===== config.mk =====
export PLATFORM = sky130hd
export DESIGN_NAME = player_bullet_pool
export DESIGN_NICKNAME = d
export VERILOG_FILES = /design/src/rtl/player_bullet_pool_pkg.sv /design/src/rtl/player_bullet_pool_lowest_free_slot.sv /design/src/rtl/player_bullet_pool.sv
export SDC_FILE = /design/constraint.sdc
export NUM_CORES = 1
export LEC_CHECK = 0
export CAP_MARGIN = 20
export CORE_MARGIN = 8
export CORE_UTILIZATION = 49
export CTS_CLUSTER_DIAMETER = 40
export CTS_CLUSTER_SIZE = 16
export DETAILED_ROUTE_END_ITERATION = 10
export GPL_TIMING_DRIVEN = 0
export PLACE_DENSITY = 0.8
export SYNTH_ARGS = -nofsm -noshare
export SYNTH_HDL_FRONTEND = slang
export SYNTH_SLANG_ARGS = --single-unit

===== constraint.sdc =====
create_clock -name i_Clk -period 3.5 [get_ports i_Clk]
set_input_delay 0.7 -clock i_Clk [delete_from_list [all_inputs] [get_ports i_Clk]]
set_output_delay 0.7 -clock i_Clk [all_outputs]
set_load 0.01 [all_outputs]

===== src/rtl/player_bullet_pool_pkg.sv =====
// Shared screen geometry, {x,y} position packing and fire FSM encoding for the player bullet pool.
package player_bullet_pool_pkg;

  localparam int SCREEN_W = 640;
  localparam int SCREEN_H = 480;
  localparam int X_W      = 10;
  localparam int Y_W      = 9;
  localparam int POS_W    = X_W + Y_W;

  typedef logic [POS_W-1:0] pos_t;

  typedef enum logic [1:0] {
    READY    = 2'd0,
    ARMED    = 2'd1,
    COOLDOWN = 2'd2
  } fire_state_t;

  function automatic pos_t pack_pos(input logic [X_W-1:0] x, input logic [Y_W-1:0] y);
    return {x, y};
  endfunction

  function automatic logic [X_W-1:0] pos_x(input pos_t p);
    return p[POS_W-1:Y_W];
  endfunction

  function automatic logic [Y_W-1:0] pos_y(input pos_t p);
    return p[Y_W-1:0];
  endfunction

endpackage


===== src/rtl/player_bullet_pool_lowest_free_slot.sv =====
// Combinational priority encoder: index of the lowest slot whose live bit is clear, plus a found flag.
// Zero latency; no flow control.
module player_bullet_pool_lowest_free_slot #(
  parameter int N     = 15,
  parameter int IDX_W = (N > 1) ? $clog2(N) : 1
) (
  input  logic [N-1:0]     busy,
  output logic [IDX_W-1:0] idx,
  output logic             found
);

  // Scan from the top so the lowest free index is the last one written.
  always_comb begin
    idx   = '0;
    found = 1'b0;
    for (int i = N - 1; i >= 0; i--) begin
      if (!busy[i]) begin
        idx   = IDX_W'(i);
        found = 1'b1;
      end
    end
  end

endmodule


===== src/rtl/player_bullet_pool.sv =====
// Player bullet slots: fire FSM with cooldown, per-frame upward motion, off-screen and hit frees.
// All outputs registered; spawn/move visible 1 cycle after the frame tick, hit clears 1 cycle later.
module player_bullet_pool
  import player_bullet_pool_pkg::*;
#(
  parameter int MAX_PLAYER_BULLET = 15,
  parameter int BULLET_SPEED      = 4,
  parameter int FIRE_COOLDOWN     = 8,
  parameter int SPAWN_X_OFFSET    = 16,
  parameter int SPAWN_Y           = 440
) (
  input  logic                               i_Clk,
  input  logic                               i_Rst_n,
  input  logic                               i_FrameTick,
  input  logic                               i_Fire,
  input  logic                               i_PlayerState,
  input  logic [X_W-1:0]                     i_PlayerPosition,
  input  logic [MAX_PLAYER_BULLET-1:0]       i_HitMask,
  output logic [MAX_PLAYER_BULLET-1:0]       o_PlayerBulletState,
  output logic [POS_W*MAX_PLAYER_BULLET-1:0] o_PlayerBulletPosition,
  output logic                               o_FireAccept
);

  localparam int N     = MAX_PLAYER_BULLET;
  localparam int IDX_W = (N > 1) ? $clog2(N) : 1;
  localparam int CD_W  = (FIRE_COOLDOWN > 0) ? $clog2(FIRE_COOLDOWN + 1) : 1;

  localparam logic [Y_W-1:0]  SPEED_Y = Y_W'(BULLET_SPEED);
  localparam logic [Y_W-1:0]  START_Y = Y_W'(SPAWN_Y);
  localparam logic [X_W:0]    X_OFF   = (X_W + 1)'(SPAWN_X_OFFSET);
  localparam logic [X_W:0]    X_MAX   = (X_W + 1)'(SCREEN_W - 1);
  localparam logic [CD_W-1:0] CD_LOAD = CD_W'(FIRE_COOLDOWN);

  fire_state_t     fsm;
  logic            pending;
  logic [CD_W-1:0] cooldown;
  logic            fire_accept;

  logic [N-1:0]     live;
  logic [IDX_W-1:0] free_idx;
  logic             free_found;
  logic             spawn;
  logic [N-1:0]     spawn_hot;
  logic [X_W:0]     x_sum;
  logic [X_W-1:0]   spawn_x;
  pos_t             spawn_pos;

  // Free-slot search sees the live bits before this cycle's hit clear.
  player_bullet_pool_lowest_free_slot #(
    .N     (N),
    .IDX_W (IDX_W)
  ) u_free (
    .busy  (live),
    .idx   (free_idx),
    .found (free_found)
  );

  assign spawn     = i_PlayerState && (fsm == ARMED) && pending && i_FrameTick && free_found;
  assign spawn_hot = spawn ? (N'(1) << free_idx) : '0;
  assign x_sum     = {1'b0, i_PlayerPosition} + X_OFF;
  assign spawn_x   = (x_sum > X_MAX) ? X_MAX[X_W-1:0] : x_sum[X_W-1:0];
  assign spawn_pos = pack_pos(spawn_x, START_Y);

  always_ff @(posedge i_Clk or negedge i_Rst_n) begin
    if (!i_Rst_n) begin
      fsm         <= READY;
      pending     <= 1'b0;
      cooldown    <= '0;
      fire_accept <= 1'b0;
    end else begin
      fire_accept <= spawn;
      if (!i_PlayerState) begin
        fsm      <= READY;
        pending  <= 1'b0;
        cooldown <= '0;
      end else begin
        case (fsm)
          READY: begin
            if (i_Fire) begin
              pending <= 1'b1;
              fsm     <= ARMED;
            end
          end
          ARMED: begin
            if (i_FrameTick) begin
              pending <= 1'b0;
              if (free_found) begin
                cooldown <= CD_LOAD;
                fsm      <= COOLDOWN;
              end else begin
                fsm <= READY;
              end
            end
          end
          COOLDOWN: begin
            // Fire requests here are dropped, not queued.
            if (cooldown == '0) begin
              fsm <= READY;
            end else if (i_FrameTick) begin
              cooldown <= cooldown - 1'b1;
              if (cooldown == CD_W'(1)) fsm <= READY;
            end
          end
          default: begin
            fsm      <= READY;
            pending  <= 1'b0;
            cooldown <= '0;
          end
        endcase
      end
    end
  end

  for (genvar k = 0; k < N; k++) begin : g_slot
    logic slot_live;
    pos_t slot_pos;

    always_ff @(posedge i_Clk or negedge i_Rst_n) begin
      if (!i_Rst_n) begin
        slot_live <= 1'b0;
        slot_pos  <= '0;
      end else if (slot_live && i_HitMask[k]) begin
        slot_live <= 1'b0;
      end else if (spawn_hot[k]) begin
        slot_live <= 1'b1;
        slot_pos  <= spawn_pos;
      end else if (slot_live && i_FrameTick) begin
        // Leaving the top edge frees the slot and keeps the last position.
        if (pos_y(slot_pos) < SPEED_Y) begin
          slot_live <= 1'b0;
        end else begin
          slot_pos <= pack_pos(pos_x(slot_pos), pos_y(slot_pos) - SPEED_Y);
        end
      end
    end

    assign live[k] = slot_live;
    assign o_PlayerBulletPosition[k*POS_W +: POS_W] = slot_pos;
  end

  assign o_PlayerBulletState = live;
  assign o_FireAccept        = fire_accept;

endmodule

# Word level (Yosys, flattened, before mapping)
# Cells that the tools add are included.
[word_totals] word_cells=409 output_inout_bits=301 inputBits=30 ff_bits=308
[classes] bitwise=15 n_reduce_logical=129 n_shift=1 order_cmp=16 addsub=17 n_eq_ne=27 n_mux=155
[ops] cell="$mux 19" n=16
[ops] cell="$mux 9" n=29
[ops] cell="$lt 9x3->1 const B" n=15
[ops] cell="$sub 9x3->9 const B" n=15
[ops] cell="$reduce_bool 3->1" n=30
[ops] cell="$mux 4" n=20
[ops] cell="$mux 1" n=78
[ops] cell="$reduce_and 2->1" n=30
[ops] cell="$reduce_and 3->1" n=16
[ops] cell="$logic_and 1x1->1" n=34
[ops] cell="$ne 2x2->1 const B" n=17
[ops] cell="$reduce_bool 2->1" n=15
[ops] cell="$mux 15" n=1
[ops] cell="$ne 3x3->1 const B" n=5
[ops] cell="$not 1->1" n=15
[ops] cell="$shl 1x4->15 const A" n=1
[ops] cell="$mux 2" n=7
[ops] cell="$pmux 4 s3" n=1
[ops] cell="$add 10x5->11 const B" n=1
[ops] cell="$gt 11x10->1 const B" n=1
[ops] cell="$mux 10" n=1
[ops] cell="$ne 4x4->1 const B" n=2
[ops] cell="$pmux 2 s3" n=1
[ops] cell="$reduce_and 5->1" n=1
[ops] cell="other kinds (8)" n=8

# Longest topological paths before layout
# Gate-level depths: netlist of the first run.
[depth] word_depth=19 ltp_mapped=9 depth_no_buf=8

# Hierarchy
# From an unflattened synthesis of the first run, not the netlist that was laid out.
[unflattened] hier_cells=1360 hier_area_um2=13733.2
[by_module_without_submodules] mod="player_bullet_pool" cells_each=1330 area_per_inst_um2=13564.3 seq_area_each_um2=6956.7 instances=1
[by_module_without_submodules] mod="player_bullet_pool_lowest_free_slot" cells_each=30 area_per_inst_um2=168.9 seq_area_each_um2=0.0 instances=1

# Worst setup path after synthesis of the first run
# Ideal clock, no wire load.
[synth_path] kind="input-to-reg" from="input i_PlayerState" to="register g_slot[7].slot_pos[16]" arrival_ps=2426 slack_ps=950 cell_stages=5 n_path_buf=1 setup_time_ps=125 required_time_ps=3375 path_cell_list="buf_2 -> nand4_4 -> or4b_4 -> a2111oi_4 -> mux2_2"
[synth_via] elab_chain_len=6
[synth_lines] element="start, declared" line="player_bullet_pool.sv:16" rtl="input logic i_PlayerState,"
[synth_lines] element="$logic_and 1x1->1 (4 in a row)" line="player_bullet_pool.sv:58" rtl="assign spawn = i_PlayerState && (fsm == ARMED) && pending && i_FrameTick && free_found;"
[synth_lines] element="$mux 15" line="player_bullet_pool.sv:59" rtl="assign spawn_hot = spawn ? (N'(1) << free_idx) : '0;"
[synth_lines] element="$reduce_and 2->1 (no line)"
[synth_lines] element="end signal, assigned" line="player_bullet_pool.sv:126" rtl="slot_pos <= spawn_pos;"
[synth_lines] element="end signal, assigned" line="player_bullet_pool.sv:132" rtl="slot_pos <= pack_pos(pos_x(slot_pos), pos_y(slot_pos) - SPEED_Y);"
[synth_lines] element="end, declared" line="player_bullet_pool.sv:116" rtl="pos_t slot_pos;"
# No other way between the ends.
# A chain may end at the register's enable or synchronous reset.

# Worst setup path after layout of the first run
[layout_path] from="input i_PlayerPosition[4]" to="register g_slot[4].slot_pos[12]"
[layout_via] elab_chain_len=4
[layout_lines] element="start, declared" line="player_bullet_pool.sv:17" rtl="input logic [X_W-1:0] i_PlayerPosition,"
[layout_lines] element="$add 10x5->11" line="player_bullet_pool.sv:60" rtl="assign x_sum = {1'b0, i_PlayerPosition} + X_OFF;"
[layout_lines] element="$gt 11x10->1" line="player_bullet_pool.sv:61" rtl="assign spawn_x = (x_sum > X_MAX) ? X_MAX[X_W-1:0] : x_sum[X_W-1:0];"
[layout_lines] element="$mux 10" line="player_bullet_pool.sv:61"
[layout_lines] element="$mux 19" line="player_bullet_pool.sv:124" rtl="end else if (spawn_hot[k]) begin"
[layout_lines] element="end signal, assigned" line="player_bullet_pool.sv:126"
[layout_lines] element="end signal, assigned" line="player_bullet_pool.sv:132"
[layout_lines] element="end, declared" line="player_bullet_pool.sv:116"
# No other way between the ends. The select of a mux whose other input is x is not followed.

==> results of run 1 <==
[power by group]
| group | total [mW] | internal [mW] | switching, mW |
|---|---|---|---|
| clock network | 4.22 | 2.68 | 1.54 |
| logic | 0.904 | 0.400 | 0.505 |
| registers | 3.47 | 3.34 | 0.130 |
| total | 8.60 | 6.42 | 2.18 |
[layer usage]
metal  global-route usage (%)  vias to the layer above  share of wire [%]
met3                     8.55                       92                 10
li1                         -                     4906                  -
met5                        0                        -                  0
met2                     41.1                      467                 47
met4                     9.92                        0                3.7
met1                     30.6                     5288                 39
[state kept, by name, summed over array words and instances (netlist names)]
name              cells
cooldown              4
g_slot.slot_pos     255
g_slot.slot_live     15
fsm                   2
o_FireAccept          1
pending               1
[worst max-delay path by stage]
stage / from / to / cells past startpoint
floorplan: i_PlayerState / g_slot[7].slot_pos[16] / 5
CTS: i_PlayerPosition[4] / g_slot[3].slot_pos[15] / 8
finish: i_PlayerPosition[4] / g_slot[4].slot_pos[12] / 8
detailed placement: i_PlayerPosition[4] / g_slot[4].slot_pos[15] / 8
global route: i_PlayerPosition[4] / g_slot[0].slot_pos[12] / 8
global placement: i_Rst_n / g_slot[10].slot_pos[14] / 1
[through the flow]
stage	setup slack, ns	std cells
finish	0.125	1962
global route	-0.0468	1961
global placement	-10.12	1889
detailed placement	-0.450	1891
CTS	0.0519	1961
floorplan	0.950	1256
[cell families after synthesis]
kind of cell	after synthesis	synth area share, %
AND/OR/NAND/NOR	439	16.8
AO/OA/AOI/OAI	197	9.75
XOR/XNOR	60	4.08
multiplexers	83	7.18
buffers and inverters	145	5.87
adder cells (fa/ha/maj)	24	2.33
flip-flops	278	54.0
other	1	0.0291
[layout make-up]
class	count	share of cell area (%)
Inverter	50	1.05
Clock buffer	48	6.06
Timing Repair Buffer	300	17.0
Multi-Input combinational cell	833	29.6
Tap cell	335	2.35
Sequential cell	278	38.9
Clock inverter	22	1.76
Buffer	95	3.19
Antenna cell	1	0.0140
[cell usage after synthesis (all sizes together) (3+ instances only)]
cell type	number	area, um^2
buf	60	438
nor3	25	125
dfrtp	278	6960
o311ai	3	26.3
o21ai	79	395
nand3	31	160
and3b	4	35.0
a21oi	62	337
o311a	7	70.1
o41ai	6	52.6
mux2	76	856
a22oi	5	37.5
xor2	38	333
nand3b	7	52.6
and3	17	106
a211oi	3	22.5
nor4	6	37.5
and2	4	25.0
nor2b	17	106
nand2	176	661
or2	8	50.1
nand2b	11	68.8
xnor2	22	193
mux2i	7	70.1
nor2	72	270
nand4	9	71.3
or3	25	158
ha	24	300
clkbuf	35	131
a31oi	5	31.3
o31ai	5	37.5
inv	49	184
or4	9	68.8
nand4b	8	70.1
[what timing repair did]
item                                    in CTS  in global routing
hold buffers                                 0                  0
setup buffers                                0                  0
resized for setup                            0                  2
endpoints found under the setup margin       0                  9
==> results_dict.tcl, run 1 <==
set metrics [dict create \
    gp_congestion 0.861 \
    worst_setup_hold_path_clk_slew_ns 0.06 \
    cts-root-buf "clkbuf_16" \
    layout_common_cells "clkdlybuf4s50_1 (297), dfrtp_1 (278), nand2_1 (176)" \
    grt_usage_pct 25.3 \
    clkSinkCount 278 \
    floorplan.die_area_mm2 0.0318 \
    die_x_um 178 \
    initial_antenna_violation_count 0 \
    layout-drive-gt1-share_pct 14.5 \
    p_leak_nw 8.55 \
    largest_stage_delay_worst_path_ns 0.78 \
    ys_types 72 \
    grt_pass1_wl_mm 62.7 \
    clockBufferDepth 3 \
    insertion_delay_ns 0.52 \
    route.detailed.vias_per_inst 5.48 \
    worst_ir_drop_vdd_v 0.000427 \
    final.fill_count 1913 \
    ioPinCount 331 \
    place_area_mm2 0.0165 \
    timing_max_transition_violations_final 0 \
    synthesis.instances 1227 \
    cells_on_worst_reg2reg_path 8 \
    route.detailed.wl_per_inst_um 21.0 \
    seqCellArea_mm2 0.00696 \
    required_ns 3.85 \
    fraction_of_the_yosys_area_taken_by_sequential_cells_pct 54.0 \
    place.port_buffers 298 \
    layout.cell_area.non_filler_mm2 0.0179 \
    detailed_place_hpwl_mm 29.7 \
    die_y_um 178 \
    max_slew.worst_pin.slew_ns 0.963 \
    route.final.wire_length_mm 41.1 \
    floorplan.initialDensity_pct 49.7 \
    hold_violations 0 \
    footprint_of_the_multi_input_gates_mm2 0.00529 \
    drt_pass1_iterations 7 \
    timing.critical_path.fanout_max 10 \
    critPathBufInv 2 \
    htree_levels 2 \
    critPathCaptureType "register" \
    setup-tns-final_ns 0 \
    worst_path_max_delay_cell "nor2_1" \
    tritoncts "yes" \
    whs_ns 0.150 \
    max_slew_margin_pct 35.6 \
    final_core_utilization_pct 68.9 \
    r2r-start "fsm[1]" \
    floorplan.rows 59 \
    drt_first_iter_violations 740 \
    cts_inserted_buffers 40 \
    count_of_max_cap_constraint_violations 0 \
    cp_data_arrival_time_ns 3.72 \
    synth-edff-count 0 \
    overflow 0 \
    ant_nets 0 \
    worstSetupStartpointType "input pin" \
    ys_flop_type "dfrtp_1" \
    cp_cell_instances "clkdlybuf4s50_1 -> ha_1 -> nand2b_1 -> mux2i_1 -> a31oi_1 -> clkbuf_1 -> nor2_1 -> o21ai_0" \
    rsz0062_at_grt "yes" \
    mostFrequentLayoutCell "clkdlybuf4s50_1" \
    synth_warnings 0 \
    min_period_over_period_pct 96.4 \
    placeableCoreArea_mm2 0.0259 \
    route.detailed.drc 0 \
    worst_r2r_endpoint "g_slot[10].slot_pos[16]" \
    power.density_cell_area_mw_per_mm2 481 \
    hp-class "in -> async" \
    vias 10800 \
    finalPower_mw 8.60 \
    worst-setup-path-type "in -> reg" \
    total_standard_cell_area_after_synthesis_mm2 0.0129 \
    grt_pass1_vias 10900 \
    run_status "completed" \
    syn-mean-instance-area_um2 10.5 \
    critPathTopFamily "simple AND/OR/NAND/NOR gates" \
    async_flop_share_pct 100 \
    ys_seq_elements 278 \
    area_delta_synth_final_pct 38.6 \
    period_minus_slack_ns 3.38 \
    reg2reg_slack_ns 0.26 \
    nets_final 1652 \
    fmax_mhz 296 \
    grt_start_max_net_pins 118 \
    fin_worst_skew_ns 0.0171 \
    setup_viol 0 \
]
Power figures use the tool's default switching activity.
==> run 2: changes to the inputs <==
--- a/config.mk
+++ b/config.mk
@@ -5,7 +5,6 @@
 export SDC_FILE = /design/constraint.sdc
 export NUM_CORES = 1
 export LEC_CHECK = 0
-export CAP_MARGIN = 20
 export CORE_MARGIN = 8
 export CORE_UTILIZATION = 49
 export CTS_CLUSTER_DIAMETER = 40
==> results of run 2 <==
The final DEF is identical to that of run 1; final timing and power are the same.
